## config.mk

```make
export PLATFORM = sky130hd
export DESIGN_NAME = control_unit
export DESIGN_NICKNAME = d
export VERILOG_FILES = /design/src/rtl/cpu_pkg.sv /design/src/rtl/instr_decoder.sv /design/src/rtl/control_unit.sv
export SDC_FILE = /design/constraint.sdc
export NUM_CORES = 1
export LEC_CHECK = 0
export ABC_AREA = 1
export CORE_MARGIN = 2
export CORE_UTILIZATION = 38
export CTS_CLUSTER_SIZE = 40
export DETAILED_ROUTE_END_ITERATION = 7
export PLACE_DENSITY = 0.85
export SYNTH_ARGS = -nofsm -noshare
export SYNTH_HDL_FRONTEND = slang
export SYNTH_SLANG_ARGS = --single-unit
```

## constraint.sdc

```tcl
create_clock -name clk -period 1.35 [get_ports clk]
set_input_delay 0.135 -clock clk [delete_from_list [all_inputs] [get_ports clk]]
set_output_delay 0.135 -clock clk [all_outputs]
set_load 0.03 [all_outputs]
```

## src/rtl/cpu_pkg.sv

```systemverilog
// Shared definitions for the control unit, its decoder and the datapath ALU:
// opcodes, ALU operation codes, FSM state encoding and write-back selects.
package cpu_pkg;

  localparam int unsigned INSTR_WIDTH = 16;
  localparam int unsigned REG_ADDR_W  = 3;
  localparam int unsigned IMM_FIELD_W = 6;

  typedef enum logic [3:0] {
    OP_NOP   = 4'h0,
    OP_ADD   = 4'h1,
    OP_SUB   = 4'h2,
    OP_AND   = 4'h3,
    OP_OR    = 4'h4,
    OP_XOR   = 4'h5,
    OP_NOT   = 4'h6,
    OP_SHL   = 4'h7,
    OP_SHR   = 4'h8,
    OP_LDI   = 4'h9,
    OP_LOAD  = 4'hA,
    OP_STORE = 4'hB,
    OP_JMP   = 4'hC,
    OP_JZ    = 4'hD,
    OP_HALT  = 4'hE,
    OP_MOV   = 4'hF
  } opcode_e;

  // ALU codes deliberately coincide with the ALU opcodes; MOV is a pass-through.
  typedef enum logic [3:0] {
    ALU_NONE = 4'h0,
    ALU_ADD  = 4'h1,
    ALU_SUB  = 4'h2,
    ALU_AND  = 4'h3,
    ALU_OR   = 4'h4,
    ALU_XOR  = 4'h5,
    ALU_NOT  = 4'h6,
    ALU_SHL  = 4'h7,
    ALU_SHR  = 4'h8,
    ALU_MOV  = 4'hF
  } alu_op_e;

  typedef enum logic [2:0] {
    ST_FETCH     = 3'd0,
    ST_DECODE    = 3'd1,
    ST_EXECUTE   = 3'd2,
    ST_MEM       = 3'd3,
    ST_WRITEBACK = 3'd4,
    ST_HALT      = 3'd5
  } state_e;

  typedef enum logic [1:0] {
    WB_ALU = 2'd0,
    WB_IMM = 2'd1,
    WB_MEM = 2'd2
  } wb_sel_e;

  typedef enum logic [2:0] {
    CLS_NOP,
    CLS_ALU,
    CLS_LDI,
    CLS_LOAD,
    CLS_STORE,
    CLS_JMP,
    CLS_JZ,
    CLS_HALT
  } instr_class_e;

  typedef struct packed {
    alu_op_e                 alu_op;
    instr_class_e            iclass;
    logic [REG_ADDR_W-1:0]   rd_addr;
    logic [REG_ADDR_W-1:0]   rs_addr;
    logic [INSTR_WIDTH-1:0]  imm;
  } decode_t;

  function automatic wb_sel_e wb_sel_for(input instr_class_e iclass);
    case (iclass)
      CLS_LDI:  return WB_IMM;
      CLS_LOAD: return WB_MEM;
      default:  return WB_ALU;
    endcase
  endfunction

endpackage

```

## src/rtl/instr_decoder.sv

```systemverilog
// Purely combinational instruction decode: ir -> ALU op, instruction class
// and register/immediate field extracts.
module instr_decoder
  import cpu_pkg::*;
(
  input  logic [INSTR_WIDTH-1:0] i_ir,
  output decode_t                o_dec
);

  logic [3:0] w_opcode;

  assign w_opcode = i_ir[15:12];

  // NOTE: every field gets a default before the case so no path can infer a latch.
  always_comb begin
    o_dec         = '0;
    o_dec.rd_addr = i_ir[11:9];
    o_dec.rs_addr = i_ir[8:6];
    o_dec.imm     = {{(INSTR_WIDTH-IMM_FIELD_W){1'b0}}, i_ir[IMM_FIELD_W-1:0]};
    o_dec.iclass  = CLS_NOP;
    o_dec.alu_op  = ALU_NONE;

    case (w_opcode)
      OP_ADD, OP_SUB, OP_AND, OP_OR, OP_XOR, OP_NOT, OP_SHL, OP_SHR: begin
        o_dec.iclass = CLS_ALU;
        o_dec.alu_op = alu_op_e'(w_opcode);
      end
      OP_MOV: begin
        o_dec.iclass = CLS_ALU;
        o_dec.alu_op = ALU_MOV;
      end
      OP_LDI:   o_dec.iclass = CLS_LDI;
      OP_LOAD:  o_dec.iclass = CLS_LOAD;
      OP_STORE: o_dec.iclass = CLS_STORE;
      OP_JMP:   o_dec.iclass = CLS_JMP;
      OP_JZ:    o_dec.iclass = CLS_JZ;
      OP_HALT:  o_dec.iclass = CLS_HALT;
      default:  o_dec.iclass = CLS_NOP;
    endcase
  end

endmodule

```

## src/rtl/control_unit.sv

```systemverilog
// Multi-cycle CPU control unit: FETCH/DECODE/EXECUTE/MEM/WRITEBACK/HALT FSM
// owning pc, ir and the zero flag; decode is delegated to instr_decoder.
module control_unit
  import cpu_pkg::*;
#(
  parameter int PC_WIDTH = 8
) (
  input  logic                   clk,
  input  logic                   rst,
  input  logic [INSTR_WIDTH-1:0] instr_in,
  input  logic                   mem_ready,
  input  logic                   alu_zero,
  output logic [PC_WIDTH-1:0]    pc,
  output logic [INSTR_WIDTH-1:0] ir,
  output logic [3:0]             alu_op,
  output logic [REG_ADDR_W-1:0]  rd_addr,
  output logic [REG_ADDR_W-1:0]  rs_addr,
  output logic [INSTR_WIDTH-1:0] imm,
  output logic                   reg_write,
  output logic [1:0]             wb_sel,
  output logic                   mem_read,
  output logic                   mem_write,
  output logic                   zero_flag,
  output logic                   halted
);

  state_e                 r_state;
  state_e                 w_state_next;
  logic [PC_WIDTH-1:0]    r_pc;
  logic [PC_WIDTH-1:0]    w_pc_next;
  logic [PC_WIDTH-1:0]    w_pc_inc;
  logic [PC_WIDTH-1:0]    w_jump_target;
  logic [INSTR_WIDTH-1:0] r_ir;
  logic                   r_zero;
  logic                   w_ir_load;
  logic                   w_zero_load;
  logic                   w_reg_write;
  logic                   w_mem_read;
  logic                   w_mem_write;
  logic                   w_halted;
  wb_sel_e                w_wb_sel;
  decode_t                w_dec;

  instr_decoder u_decoder (
    .i_ir  (r_ir),
    .o_dec (w_dec)
  );

  // Natural overflow of the adder gives the modulo-2^PC_WIDTH wrap.
  assign w_pc_inc      = r_pc + PC_WIDTH'(1);
  assign w_jump_target = r_ir[PC_WIDTH-1:0];

  // NOTE: sequential state uses non-blocking assignments so every register
  // samples pre-edge values regardless of statement order.
  always_ff @(posedge clk) begin
    if (rst) begin
      r_state <= ST_FETCH;
      r_pc    <= '0;
      r_ir    <= '0;
      r_zero  <= 1'b0;
    end else begin
      r_state <= w_state_next;
      r_pc    <= w_pc_next;
      if (w_ir_load)   r_ir   <= instr_in;
      if (w_zero_load) r_zero <= alu_zero;
    end
  end

  always_comb begin
    w_state_next = r_state;
    w_pc_next    = r_pc;
    w_ir_load    = 1'b0;
    w_zero_load  = 1'b0;
    w_reg_write  = 1'b0;
    w_wb_sel     = WB_ALU;
    w_mem_read   = 1'b0;
    w_mem_write  = 1'b0;
    w_halted     = 1'b0;

    case (r_state)
      ST_FETCH: begin
        w_ir_load    = 1'b1;
        w_state_next = ST_DECODE;
      end

      ST_DECODE: w_state_next = ST_EXECUTE;

      ST_EXECUTE: begin
        case (w_dec.iclass)
          CLS_ALU, CLS_LDI:    w_state_next = ST_WRITEBACK;
          CLS_LOAD, CLS_STORE: w_state_next = ST_MEM;
          CLS_JMP: begin
            w_pc_next    = w_jump_target;
            w_state_next = ST_FETCH;
          end
          CLS_JZ: begin
            w_pc_next    = r_zero ? w_jump_target : w_pc_inc;
            w_state_next = ST_FETCH;
          end
          CLS_HALT: w_state_next = ST_HALT;
          default: begin
            w_pc_next    = w_pc_inc;
            w_state_next = ST_FETCH;
          end
        endcase
      end

      // Request held until the memory acknowledges; mem_ready is only looked at here.
      ST_MEM: begin
        w_mem_read  = (w_dec.iclass == CLS_LOAD);
        w_mem_write = (w_dec.iclass == CLS_STORE);
        if (mem_ready) begin
          if (w_dec.iclass == CLS_LOAD) begin
            w_state_next = ST_WRITEBACK;
          end else begin
            w_pc_next    = w_pc_inc;
            w_state_next = ST_FETCH;
          end
        end
      end

      ST_WRITEBACK: begin
        w_reg_write  = 1'b1;
        w_wb_sel     = wb_sel_for(w_dec.iclass);
        w_zero_load  = (w_dec.iclass == CLS_ALU);
        w_pc_next    = w_pc_inc;
        w_state_next = ST_FETCH;
      end

      ST_HALT: w_halted = 1'b1;

      default: w_state_next = ST_FETCH;
    endcase
  end

  assign pc        = r_pc;
  assign ir        = r_ir;
  assign alu_op    = w_dec.alu_op;
  assign rd_addr   = w_dec.rd_addr;
  assign rs_addr   = w_dec.rs_addr;
  assign imm       = w_dec.imm;
  assign reg_write = w_reg_write;
  assign wb_sel    = w_wb_sel;
  assign mem_read  = w_mem_read;
  assign mem_write = w_mem_write;
  assign zero_flag = r_zero;
  assign halted    = w_halted;

endmodule

```

==> impl_metrics.ini, run 1 <==
[worst_setup_path]
crit_type = flip-flop to flip-flop
critPathCaptureType = flip-flop
crit_fanout = 8
crit_arrival_ps = 1770
required_ps = 1570
critPathLaunchType = flip-flop

[cells_and_area]
multi_input_area_um2 = 1060
final_nets = 375
drive_gt1_share_pct = 32.0
fin_area_um2 = 2870
nFillCells = 379
mostFrequentLayoutCells = 39 x nand2_1, 36 x buf_4, 35 x dlygate4sd2_1
seq_area_um2 = 586
syn_to_final_growth_pct = 63.1
diodes = 0
mostFrequentLayoutCell = nand2_1

[detailed_routing]
drcViolationCount = 0
antenna_left = 0
avgViaCountPerCell = 4.78
wl_per_cell_um = 13.1
drt_first_pass_iters = 4
wl_mm = 5.32
drt_iter0_drc = 164
vias = 1936

[pwr]
vdd_drop_max_uv = 830
p_sw_mw = 1.75
combPwrFrac_pct = 53.0
seqPwrFrac_pct = 30.5
powerDensity_nw_per_um2 = 1380
leakage_nw = 1.47
netSwitchingFraction_pct = 44.2
clock_power_share_pct = 16.5
internal-power_mw = 2.21

[timing]
setup_slack_ps = -206
grt_setup_unrepaired = true
fin_crit_sh_pct = 115
post-route-min-period_ps = 1560
maxSlewViolCount = 0
fmax_mhz = 643
setup_viol = 18
fin_skew_ps = 2.94
hold_violations = 0

[global_route]
overflow = 0
grt_use_total_pct = 19.2
grt_max_degree = 30
antenna_found_initial = 0
grt_pass1_vias = 1769
grt_pass1_wl_mm = 7.92

[cts]
htree_levels = 1
clockBufferDepth = 2
clockRootBuffer = clkbuf_8
clk_latency_ps = 270
cts_tree = yes
clkSinkCount = 28
clkTransAtPathRegs_ps = 90
cts_buffers = 3

[logic_synthesis]
synth_area_um2 = 1760
synthFlopType = dfxtp_1
synth_edf_count = 0
ys_types = 32
yosysWarnings = 0
syn_avg_cell_area_um2 = 6.65
ys_async_sr_fraction_pct = 0
ys_seq_area_share_pct = 31.9
ys_ff_latch = 28
synthCells = 264

[flow_run]
maxCapViolations = 0

[floorplan]
die_w_um = 72.0
core_area_um2 = 4410
die_area_um2 = 5180
die_h_um = 72.0
start_util_pct = 39.8
io_pins = 77
row_count = 24

[status]
status = finished, violations left
violations = negative setup slack

[place]
pre_cts_slack_ps = -135
port_buffers = 66
dp_hpwl_mm = 3.60
placed_cell_area_um2 = 2610
place.gp.congestion = 0.993

[min_path]
hold_path.class = input port to flip-flop
power by group through the flow:
stage	Combinational, mW	Clock [mW]	Sequential (mW)
CTS	2.00	0.658	1.19
global placement	1.99	0	1.19
detailed placement	2.04	0	1.20
finish	2.10	0.654	1.21
global route	2.26	0.694	1.24
floorplan	1.04	0	1.46
kinds of logic after synthesis:
family / synth area share (%)
muxes: 1.71
adders and majority gates: 0.712
AOI/OAI and AO/OA: 13.7
and+or+nand+nor: 31.6
xor gates and xnor gates: 0.997
other: 0.213
DFF: 31.9
buffers and inverters: 19.2
path summary, 6_finish.rpt:
| check | startpoint | endpoint | slack (ps) | cells past startpoint |
|---|---|---|---|---|
| worst min-delay path | rst | r_state[2]$_SDFFE_PP0P_ | 410 | 2 |
| worst max register to register | ir[12]$_SDFFE_PP0P_ | pc[4]$_SDFFE_PP0P_ | -210 | 10 |
| worst min register to register | ir[4]$_SDFFE_PP0P_ | ir[4]$_SDFFE_PP0P_ | 480 | 2 |
| worst max-delay path | ir[12]$_SDFFE_PP0P_ | pc[4]$_SDFFE_PP0P_ | -210 | 10 |
through the flow:
step                      util [%]  total power, mW  std cells  TNS, ps  hold WS (ps)
after floorplan                  -             2.49        273     -840           207
after global routing          64.9             4.19        405    -4030           438
after detailed placement      59.1             3.23        393     -937           483
final                         64.9             3.97        405    -2480           412
after CTS                     62.9             3.85        402    -1310           419
after global placement        59.1             3.18        393     -415           476
worst max-delay path, cell delays in order, from the launching register on:
cell     delay, ps
dfxtp_4        470
nor2_4          70
nand2_2         80
nand2_1         70
nor2_2         120
nand4_1        120
nand2_2        160
nand3_4        170
nand2_2        100
nand2_1         50
nor2_1          90
area by class of cell:
class / count / share of cell area [%]
clock buffer: 3 / 1.44
clock inverter: 1 / 1.05
inverter: 33 / 4.85
multi-input combinational: 183 / 36.9
sequential: 28 / 20.4
tap: 52 / 2.27
timing repair buffer: 105 / 33.0
metal layers:
layer | track usage (%) | routed length (µm) | up-vias
met5 | 0 | 0 | -
met4 | 6.08 | 78 | 0
met3 | 4.17 | 334 | 8
met2 | 34.1 | 2800 | 78
met1 | 23.0 | 2110 | 859
li1 | - | - | 991
registers in the layout, indices dropped and copies added, names as in the netlist:
register / count
ir: 16
pc: 8
r_state: 3
zero_flag: 1
Yosys cell counts, types with 4 or more instances:
master / number / share of area [%]
o21ai_0: 19 / 5.4
a21oi_1: 16 / 4.6
inv_1: 31 / 6.6
nand2_1: 52 / 11
nand3_1: 8 / 2.3
dfxtp_1: 28 / 32
buf_4: 22 / 9.4
nand2_2: 5 / 1.8
nor2_1: 39 / 8.3
nand4_1: 5 / 1.8
nor2_2: 4 / 1.4
clkbuf_1: 5 / 1.1
what timing repair did:
action	CTS	global route
gates resized for setup	69	22
endpoints found under the hold margin	0	0
hold buffers	0	0
endpoints found under the setup margin	55	25
gates cloned	1	0
pin swaps	12	11
setup buffers	4	3
(Power assumes the default switching activity.)
==> run 2, diff against run 1 <==
--- a/config.mk
+++ b/config.mk
@@ -10,2 +10,3 @@
 export CORE_UTILIZATION = 38
+export CTS_CLUSTER_DIAMETER = 40
 export CTS_CLUSTER_SIZE = 40
==> constraint.sdc (replaced) <==
create_clock -name clk -period 1.35 [get_ports clk]
set_input_delay 0.27 -clock clk [delete_from_list [all_inputs] [get_ports clk]]
set_output_delay 0.27 -clock clk [all_outputs]
set_load 0.03 [all_outputs]
==> run 2 against run 1 <==
  * The flow still finishes with violations (negative setup slack)
  * Utilization grew 2.3 points
  * Design area grew 3.6%
  * Flip-flop and latch count is the same
  * Critical path type is now flip-flop to output pin
  * Largest power group unchanged
==> impl_metrics.ini, run 2 (synthesis gave the netlist of run 1 again) <==
[timing]
final.setup.tns_ps = -3880
fin_skew_ps = 7.39
post-route-min-period_ps = 1630
fmax_mhz = 614
maxSlewViolCount = 0
fin_crit_sh_pct = 121
hold-worst-slack_ps = 499
grt_setup_unrepaired = true
setup_slack_ps = -278
setup_viol = 20
hold_violations = 0

[place]
dp.cells = 400
placed_cell_area_um2 = 2640
pre_cts_slack_ps = -256
dp_hpwl_mm = 3.70
port_buffers = 66
place.gp.congestion = 0.922

[detailed_routing]
vias = 2025
drt_iter0_drc = 129
drcViolationCount = 0
wl_mm = 5.59
wl_per_cell_um = 13.5
antenna_left = 0
drt_first_pass_iters = 4
avgViaCountPerCell = 4.88

[worst_setup_path]
critPathCaptureType = output pin
required_ps = 1080
crit_arrival_ps = 1360
critPathLaunchType = flip-flop
crit_type = flip-flop to output pin
crit_fanout = 6

[pwr]
leakage_nw = 1.46
netSwitchingFraction_pct = 44.6
seqPwrFrac_pct = 29.0
internal-power_mw = 2.24
clock_power_share_pct = 15.0
powerDensity_nw_per_um2 = 1360
vdd_drop_max_uv = 811
p_sw_mw = 1.81
power_mw = 4.05
combPwrFrac_pct = 56.0

[cts]
cts_tree = yes
clockBufferDepth = 2
clockRootBuffer = clkbuf_8
cts_buffers = 3
clk_latency_ps = 280
clkSinkCount = 28
ctsHoldBuffers = 0
clkTransAtPathRegs_ps = 100
htree_levels = 1

[floorplan]
io_pins = 77
die_w_um = 72.0
die_h_um = 72.0
die_area_um2 = 5180
start_util_pct = 39.8
core_area_um2 = 4410
row_count = 24

[cells_and_area]
mostFrequentLayoutCell = buf_4
final_util_pct = 67.2
largest_register_ff_count = 16
diodes = 0
final_nets = 385
syn_to_final_growth_pct = 68.9
mostFrequentLayoutCells = 48 x buf_4, 39 x nand2_1, 32 x nor2_1
drive_gt1_share_pct = 38.6
fin_area_um2 = 2970
final_cells = 415

[status]
status = finished, violations left
violations = negative setup slack

[global_route]
grt_pass1_vias = 1943
met2_usage_pct = 40.5
overflow = 0
met1_usage_pct = 25.2
grt_max_degree = 29
grt_pass1_wl_mm = 8.89
grt_use_total_pct = 21.5
met3_usage_pct = 2.64
antenna_found_initial = 0
grt_busiest_layer = met2

[min_path]
hold_path.class = flip-flop to flip-flop

[flow_run]
maxCapViolations = 0
run 2: cell types whose count changed in the layout (fill, tap and decap cells not counted), moves of 2 or more:
cell	previous run	this run
dlygate4sd2_1	35	2
inv_4	2	4
buf_4	36	48
dfxtp_2	5	3
buf_6	11	18
nor2_2	7	5
inv_6	2	0
clkbuf_2	1	7
clkdlybuf4s15_1	1	17
nor2_4	6	8
run 2: worst paths after layout:
kind | start | endpoint | slack (ps) | cells past startpoint
worst min register to register | ir[0]$_SDFFE_PP0P_ | ir[0]$_SDFFE_PP0P_ | 500 | 2
worst max register to register | ir[12]$_SDFFE_PP0P_ | pc[7]$_SDFFE_PP0P_ | -240 | 11
worst max-delay path | ir[12]$_SDFFE_PP0P_ | wb_sel[0] | -280 | 6
worst min-delay path | ir[0]$_SDFFE_PP0P_ | ir[0]$_SDFFE_PP0P_ | 500 | 2
run 2: worst max-delay path: stages, from the launching register on:
cell and delay (ps):
dfxtp_4 410, inv_2 70, nor2_2 160, nand2_2 100, buf_6 130, nor2_4 70, buf_6 130
run 2: final cells by class:
cell class,instances,area (µm²)
fillers,344,1450
multi-input cells,183,1070
repair buffers,115,1050
flip-flops and latches,28,587
inverters,33,134
clock buffers,4,66.3
well taps,52,65.1
run 2: per-layer routing:
metal	part of all wire (%)	wire length, µm
met5	0	0
met4	1.7	95
met3	5.5	307
met2	54	3020
met1	39	2170
run 2: timing repair:
action / 4_1_cts / 5_1_grt
buffers inserted: 9 / 1
resized for setup: 82 / 44
gates cloned: 1 / 0
pin swaps: 16 / 15
endpoints found under the setup margin: 46 / 44
run 2: power groups by stage:
stage | Combinational (mW) | Sequential [mW] | Clock, mW
after floorplan | 1.03 | 1.44 | 0
after global placement | 2.05 | 1.15 | 0
after detailed placement | 2.10 | 1.16 | 0
after CTS | 2.16 | 1.16 | 0.615
after global routing | 2.44 | 1.20 | 0.625
final | 2.27 | 1.17 | 0.605
==> run 3, diff against run 2 <==
Settings changed: SLEW_MARGIN set to 25.
==> results of run 3 <==
The final DEF is identical to that of run 2; final timing and power are the same.
